File: src/rtl/down_ctr_seq.sv
// Loadable down-counter sequenced by a small FSM (IDLE/ARMED/RUN/HOLD/DONE).
// Define DOWN_CTR_AUTO_RELOAD_EN for periodic mode: terminal count reloads and keeps running.
module down_ctr_seq #(
  parameter int WIDTH = 4
) (
  input  logic             clk,
  input  logic             rst,
  input  logic [WIDTH-1:0] load_val,
  input  logic             load,
  input  logic             start,
  input  logic             pause,
  input  logic             abort,
  output logic [WIDTH-1:0] q,
  output logic [WIDTH-1:0] qb,
  output logic             busy,
  output logic             done,
  output logic [2:0]       state
);

  typedef enum logic [2:0] {
    S_IDLE  = 3'd0,
    S_ARMED = 3'd1,
    S_RUN   = 3'd2,
    S_HOLD  = 3'd3,
    S_DONE  = 3'd4
  } state_t;

  state_t           r_state;
  state_t           w_state_next;
  logic [WIDTH-1:0] r_q;
  logic [WIDTH-1:0] w_q_next;
  logic [WIDTH-1:0] r_reload;
  logic [WIDTH-1:0] w_reload_next;
  logic             r_done;
  logic             w_done_next;
  logic             w_q_zero;
  logic [WIDTH-1:0] w_q_dec;

  assign w_q_zero = (r_q == '0);
  assign w_q_dec  = r_q - WIDTH'(1);

  always_ff @(posedge clk or negedge rst) begin
    if (!rst) begin
      r_state  <= S_IDLE;
      r_q      <= '0;
      r_reload <= '0;
      r_done   <= 1'b0;
    end else begin
      r_state  <= w_state_next;
      r_q      <= w_q_next;
      r_reload <= w_reload_next;
      r_done   <= w_done_next;
    end
  end

  // Priority is abort > load > pause > start; load/start are ignored in RUN and HOLD.
  always_comb begin
    w_state_next  = r_state;
    w_q_next      = r_q;
    w_reload_next = r_reload;
    w_done_next   = 1'b0;
    if (abort) begin
      w_state_next = S_IDLE;
      w_q_next     = '0;
    end else begin
      case (r_state)
        S_IDLE, S_DONE: begin
          if (load) begin
            w_state_next  = S_ARMED;
            w_q_next      = load_val;
            w_reload_next = load_val;
          end
        end
        S_ARMED: begin
          if (load) begin
            w_q_next      = load_val;
            w_reload_next = load_val;
          end else if (start && !pause) begin
            w_state_next = S_RUN;
          end
        end
        S_RUN: begin
          if (pause) begin
            w_state_next = S_HOLD;
          end else if (w_q_zero) begin
            // Zero is checked before decrementing, so the count never wraps.
            w_done_next = 1'b1;
`ifdef DOWN_CTR_AUTO_RELOAD_EN
            w_q_next     = r_reload;
`else
            w_state_next = S_DONE;
`endif
          end else begin
            w_q_next = w_q_dec;
          end
        end
        S_HOLD: begin
          if (!pause) begin
            w_state_next = S_RUN;
          end
        end
        default: begin
          w_state_next = S_IDLE;
          w_q_next     = '0;
        end
      endcase
    end
  end

  genvar gi;
  generate
    for (gi = 0; gi < WIDTH; gi++) begin : g_qb
      assign qb[gi] = ~r_q[gi];
    end
  endgenerate

  assign q     = r_q;
  assign busy  = (r_state == S_RUN) || (r_state == S_HOLD);
  assign done  = r_done;
  assign state = r_state;

endmodule

File: config.mk
export PLATFORM = sky130hd
export DESIGN_NAME = down_ctr_seq
export DESIGN_NICKNAME = d
export VERILOG_FILES = /design/src/rtl/down_ctr_seq.sv
export SDC_FILE = /design/constraint.sdc
export NUM_CORES = 1
export LEC_CHECK = 0
export ABC_AREA = 0
export CAP_MARGIN = 20
export CORE_UTILIZATION = 41
export DETAILED_ROUTE_END_ITERATION = 8
export PLACE_DENSITY_LB_ADDON = 0.05
export SLEW_MARGIN = 20
export SYNTH_ARGS = -nofsm -noshare
export SYNTH_HDL_FRONTEND = slang
export SYNTH_SLANG_ARGS = --single-unit
File: constraint.sdc
create_clock -name clk -period 2.14 [get_ports clk]
set_input_delay 0.428 -clock clk [delete_from_list [all_inputs] [get_ports clk]]
set_output_delay 0.428 -clock clk [all_outputs]
set_load 0.02 [all_outputs]
==> impl_results.md, run 1 <==
- Outcome: complete, no violations
- Total GRT Usage: between 20% and 30%
- Multi-input logic area: about 310 µm²
- Critical path, cell by cell: nor2b_1, clkdlybuf4s50_1
- Vias per cell: 5.69
- Static Leak: between 0.3 and 0.4 nW
- Largest net degree at the start of global routing: 12
- Final setup margin: between 200 and 250 ps
- Max-slew violations: 0
- Reg2Reg Depth: 6
- Final worst path period share: 89.4%
- Max Clock Skew: ~0.97 ps
- Count of clock tree sinks: 8
- Share of cells above drive strength 1: about an eighth
- #FFs+latches synth: 8
- Worst slew pin tran: 351 ps
- Psw: 0.434 mW
- Gr ovfl total: 0
- Total core area: about 1200 µm²
- Antenna Nets Post-Route: 0
- Min-Delay Path Class: in -> async
- Reg2reg end: q[3]
- Mux contribution to synthesized area: 0%
- Die W: a little under 40 µm
- CTS Buf Count: 3
- Power density of the placed cells: around 1200 nW/µm²
- Register area share after synthesis: between 30% and 40%
- Syn Inst Count: 67
- Final setup TNS: 0 ps
- CP Capture Type: output port
- DR DRC count: 0
- Port Buffers: 22
- Worst VDD drop: ~0.53 mV
- Max_cap viols: 0
- First-pass GRT wire length: around 2500 µm
- Synthesized area per cell: between 8 and 9 µm²
- Root Driver: clkbuf_4
- Combinational power share: between 60% and 70%
- Reg area: roughly 200 µm²
- Via count: ~610
- Pre-CTS WS: between 50 and 60 ps
- Slew headroom: between 70 and 80%
- Number of setup buffers added after CTS: 0
- Reg clk slew, reported paths: ~50 ps
- Startpoint types: flop
- Starting Density: a little under half
- Number of global-route vias before repair: between 500 and 600
- Simple-gate share of the synthesized area: around a quarter
- Hold Buf Count CTS: 0
- Post-synth cell types: 29
- Buf/Inv on CP: 1
- YS warnings: 0
- Synth Area in Adders: under 10%
- Setup violators final: 0
- Slowest cell on the critical path: clkdlybuf4s50_1
- Pint: about 0.57 mW
- Critical Path RT: 1710 ps
- Switching Fraction: 43.1%
- RSZ-0062 raised after global routing: no
- Final Critical Period: 1910 ps
- Die Ht: around 39 µm
- # rows: 12
- Max Clock Freq: 523 MHz
- Routed WL: between 1000 and 1500 µm
- Post-CTS Resized: 0
- Post-DP HPWL: about 1100 µm
- Initial antenna violation count: 0
- CTS tree: built
- Reg-to-reg slack, setup: roughly 330 ps
- Critical path class: reg -> out
- Flop pwr share: between 20% and 30%
- XOR/XNOR Fraction of Synth Area: under 10%
- Compound-cell area share of the yosys netlist: approximately a quarter
- Area grow syn2layout: 49.9%
- Ant diodes: 0
- Clock latency at the later pin of the worst-skew pair: 250 ps
- I/O Pins: 23
- GPL Wtd Cong: between 0.8 and 0.9
- Htree depth: 1
- Largest family of logic cells by synthesized area: compound AO/OA/AOI/OAI gates
- Delay-heaviest family, CP: buffers and inverters
- Syn nets: just under 80
- DR pass1 iterations: 4
- Layout net count: ~110
- Max Buffers Root-to-Sink: 2
- Critical path arrival: 1480 ps
- Die ar.: 1520 µm²
- Detailed Route Iter0 Violations: 23
- CP max stage delay: ~650 ps
- DR WL/cell: about 13 µm
- Fill cell count: between 100 and 150
- RR Startpoint: q[1]
- Clock Power Share: between 10% and 20%
- Worst-path fanout max: 2
- Mapped Area: ~560 µm²
- Final Hold Vio Count: 0
through the flow:
step           std cells  utilization, %  hold slack [ps]  total power [mW]  instance area (µm²)
3_5_place_dp         105            68.8              568             0.889                  816
6_report             108            70.7              449              1.01                  838
5_1_grt              108            70.7              473              1.08                  838
4_1_cts              108            70.7              459              1.01                  838
3_3_place_gp         105            68.8              576             0.885                  816
2_1_floorplan         67               -              132             0.621                  559
power by group through the flow:
stage                     sequential [mW]  combinational [mW]  clock [mW]
final                               0.246               0.646       0.113
after global routing                0.256               0.703       0.125
after CTS                           0.246               0.647       0.115
after detailed placement            0.249               0.641           0
after global placement              0.247               0.638           0
after floorplan                     0.293               0.329           0
worst register-to-register path, cell delays in order (launching register included):
cell,delay [ps]
dfrtp_1,390
inv_1,90
ha_1,220
nor3b_1,170
o311a_1,350
or2_1,300
o31ai_1,200
sequential cells by signal, summed over array words and instances, names as in the netlist:
name and count:
q 4, state 3, done 1
layout by cell type, fill, tap and decap left out, drive strengths merged, types with 3 or more instances in the layout:
cell	instances
clkdlybuf4s50	22
nor2	8
dfrtp	8
inv	7
a21oi	6
buf	6
o21ai	6
nor3	5
nor2b	3
clkbuf	3
how the worst max path moves through the flow:
stage | startpoint | end | slack (ps) | cells past startpoint
after floorplan | q[0] | q[3] | 210 | 6
after global placement | abort | q[2] | 130 | 5
after detailed placement | abort | q[2] | 50 | 5
after CTS | state[2] | busy | 240 | 2
after global routing | state[0] | state[0] | 180 | 1
final | state[2] | busy | 230 | 2
logic make-up after synthesis:
kind of cell             Yosys count
AND/OR/NAND/NOR                   24
AO/OA/AOI/OAI                     22
buffers and inverters             11
flip-flops                         8
XOR/XNOR                           1
adder cells (fa/ha/maj)            1
cell usage after synthesis (all sizes together):
cell    instances  share of area (%)
nor2            8                5.4
dfrtp           8                 36
inv             7                4.7
o31ai           2                2.7
or4b            1                1.8
o32a            1                1.8
nor3b           2                3.6
nand3b          1                1.3
a211oi          2                3.6
a31oi           1                1.1
o311a           1                1.8
o21ai           6                5.4
ha              1                2.2
a21boi          1                1.3
or2             1                1.1
or3b            1                1.6
or3             1                1.1
xnor2           1                1.6
buf             4                4.7
nor2b           3                3.4
nand3           1               0.89
nor3            5                4.5
a21oi           6                5.4
o22ai           2                3.4
per-layer routing:
layer	routed length [µm]	vias up	GRT usage, %
met2	642	37	34.2
met1	653	278	35.8
met4	38	0	15.5
li1	-	295	-
met5	0	-	0
met3	115	4	2.89
layout make-up:
class / instances / share of cell area, %
multi-input cells: 48 / 36.6
repair buffers: 28 / 31.6
flip-flops and latches: 8 / 23.9
inverters: 7 / 3.13
clock buffers: 3 / 2.69
well taps: 14 / 2.09
Power figures use the tool's default switching activity.
==> run 2: changes to the inputs <==
--- a/config.mk
+++ b/config.mk
@@ -7,6 +7,7 @@
 export LEC_CHECK = 0
 export ABC_AREA = 0
 export CAP_MARGIN = 20
+export CORE_MARGIN = 3
 export CORE_UTILIZATION = 41
 export DETAILED_ROUTE_END_ITERATION = 8
 export PLACE_DENSITY_LB_ADDON = 0.05
@@ -14,3 +15,4 @@
 export SYNTH_ARGS = -nofsm -noshare
 export SYNTH_HDL_FRONTEND = slang
 export SYNTH_SLANG_ARGS = --single-unit
+export TNS_END_PERCENT = 50
==> impl_results.md, run 2 (synthesis gave the netlist of run 1 again) <==
- Post-DP HPWL: 1180 µm (was 1100 µm)
- CP Capture Type: output port (unchanged)
- DP Cell Count: 106 (was 105)
- Max Clock Freq: 525 MHz (was 523 MHz)
- Final setup TNS: 0 ps (unchanged)
- RR Startpoint: q[1] (unchanged)
- Final worst path period share: 88.9% (was 89.4%)
- Power density of the placed cells: 1190 nW/µm² (was 1200 nW/µm²)
- Max_cap viols: 0 (unchanged)
- Area grow syn2layout: 51.2% (was 49.9%)
- Layout net count: 108 (was 107)
- Largest net degree at the start of global routing: 12 (unchanged)
- Hold Buf Count CTS: 0 (unchanged)
- Initial antenna violation count: 0 (unchanged)
- Worst VDD drop: 0.593 mV (was 0.534 mV)
- Vias per cell: 5.58 (was 5.69)
- CTS Buf Count: 3 (unchanged)
- Min-Delay Path Class: in -> async (unchanged)
- First-pass GRT wire length: 2350 µm (was 2490 µm)
- Largest register FFs: 4 (unchanged)
- Worst slew pin tran: 333 ps (was 351 ps)
- Worst-path fanout max: 2 (unchanged)
- Startpoint types: flop (unchanged)
- Count of clock tree sinks: 8 (unchanged)
- Share of cells above drive strength 1: 13.7% (was 12.8%)
- Most frequent cells in the layout: 22 x clkdlybuf4s50_1, 8 x nor2_1, 8 x dfrtp_1, 7 x inv_1, 7 x buf_4 (was 22 x clkdlybuf4s50_1, 8 x nor2_1, 8 x dfrtp_1, 7 x inv_1)
- RSZ-0062 raised after global routing: no (unchanged)
- Number of global-route vias before repair: 551 (was 537)
- Reg2Reg Depth: 6 (unchanged)
- DR WL/cell: 12.8 µm (was 13.4 µm)
- Post-route insts no fill: 109 (was 108)
- Critical path arrival: 1480 ps (about the same)
- Detailed Route Iter0 Violations: 32 (was 23)
- GPL Wtd Cong: 0.920 (was 0.895)
- Htree depth: 1 (unchanged)
- Worst hold margin: 449 ps (about the same)
- Slew headroom: 77.7% (was 76.5%)
- Reg-to-reg slack, setup: 310 ps (was 330 ps)
- Max-slew violations: 0 (unchanged)
- Static Leak: 0.358 nW (was 0.352 nW)
- Die Ht: 42.9 µm (was 38.9 µm)
- Outcome: complete, no violations (unchanged)
- Critical path class: reg -> out (unchanged)
- Critical Path RT: 1710 ps (about the same)
- Post-CTS Resized: 0 (unchanged)
- Port Buffers: 22 (unchanged)
- Setup violators final: 0 (unchanged)
- Reg2reg end: q[3] (unchanged)
- DR pass1 iterations: 4 (unchanged)
- Routed WL: 1400 µm (was 1450 µm)
- Total GRT Usage: 16.6% (was 24.8%)
- Fill cell count: 103 (was 107)
- Starting Density: 47.2% (unchanged)
- Antenna Nets Post-Route: 0 (unchanged)
- Final core occ: 71.3% (was 70.7%)
- Most common cell after layout, fill and taps aside: clkdlybuf4s50_1 (unchanged)
- # rows: 12 (unchanged)
- Pre-CTS WS: 59.1 ps (was 52.2 ps)
- CTS tree: built (unchanged)
- DR DRC count: 0 (unchanged)
- Max Buffers Root-to-Sink: 2 (unchanged)
- Total core area: 1190 µm² (unchanged)
- Via count: 608 (was 614)
- Clock latency at the later pin of the worst-skew pair: 240 ps (was 250 ps)
- Reg clk slew, reported paths: 50 ps (about the same)
- Die ar.: 1840 µm² (was 1520 µm²)
- Root Driver: clkbuf_4 (unchanged)
- Ant diodes: 0 (unchanged)
- Final setup margin: 237 ps (was 228 ps)
- Max Clock Skew: 5.00 ps (was 0.969 ps)
- I/O Pins: 23 (unchanged)
- Gr ovfl total: 0 (unchanged)
- Final Hold Vio Count: 0 (unchanged)
- Final Critical Period: 1900 ps (was 1910 ps)
- Die W: 42.9 µm (was 38.9 µm)
- Number of setup buffers added after CTS: 0 (unchanged)
run 2: changes by cell type in the layout (fill, tap and decap cells not counted), sizes merged:
cell / before / now
buf: 6 / 7
run 2: where the power goes:
| part | leakage [nW] | total (mW) | switching, mW | internal [mW] |
|---|---|---|---|---|
| clock network | 0.0138 | 0.107 | 0.0430 | 0.0636 |
| registers | 0.106 | 0.248 | 0.0504 | 0.197 |
| logic | 0.238 | 0.648 | 0.334 | 0.314 |
| total | 0.358 | 1.00 | 0.428 | 0.575 |
run 2: final cells by class:
type	count	area, µm²	share of cell area [%]
repair buffers	29	273	32.2
flip-flops and latches	8	200	23.7
inverters	7	26.3	3.11
multi-input cells	48	307	36.2
clock buffers	3	22.5	2.66
well taps	14	17.5	2.07
run 2: how the worst max path moves through the flow:
stage | start | endpoint | slack [ps] | cells after the start
floorplan | q[0] | q[3] | 210 | 6
global placement | abort | q[2] | 120 | 5
detailed placement | abort | q[2] | 60 | 5
CTS | state[2] | busy | 240 | 2
global route | state[2] | busy | 180 | 2
finish | state[2] | busy | 240 | 2
run 2: critical path: stages (launching register included):
cell,delay (ps)
dfrtp_1,370
nor2b_1,220
clkdlybuf4s50_1,650
run 2: metrics by stage:
stage | power (mW) | instance area, µm²
3_5_place_dp | 0.896 | 823
3_3_place_gp | 0.892 | 823
5_1_grt | 1.07 | 846
6_report | 1.00 | 846
4_1_cts | 1.01 | 846
2_1_floorplan | 0.621 | 559
run 2: metal layers:
metal	vias to the layer above	GRT usage, %	part of all wire [%]
li1	300	-	-
met1	277	22.5	46
met2	29	25.7	45
met3	2	2.54	8.8
met4	0	7.23	0.71
met5	-	0	0
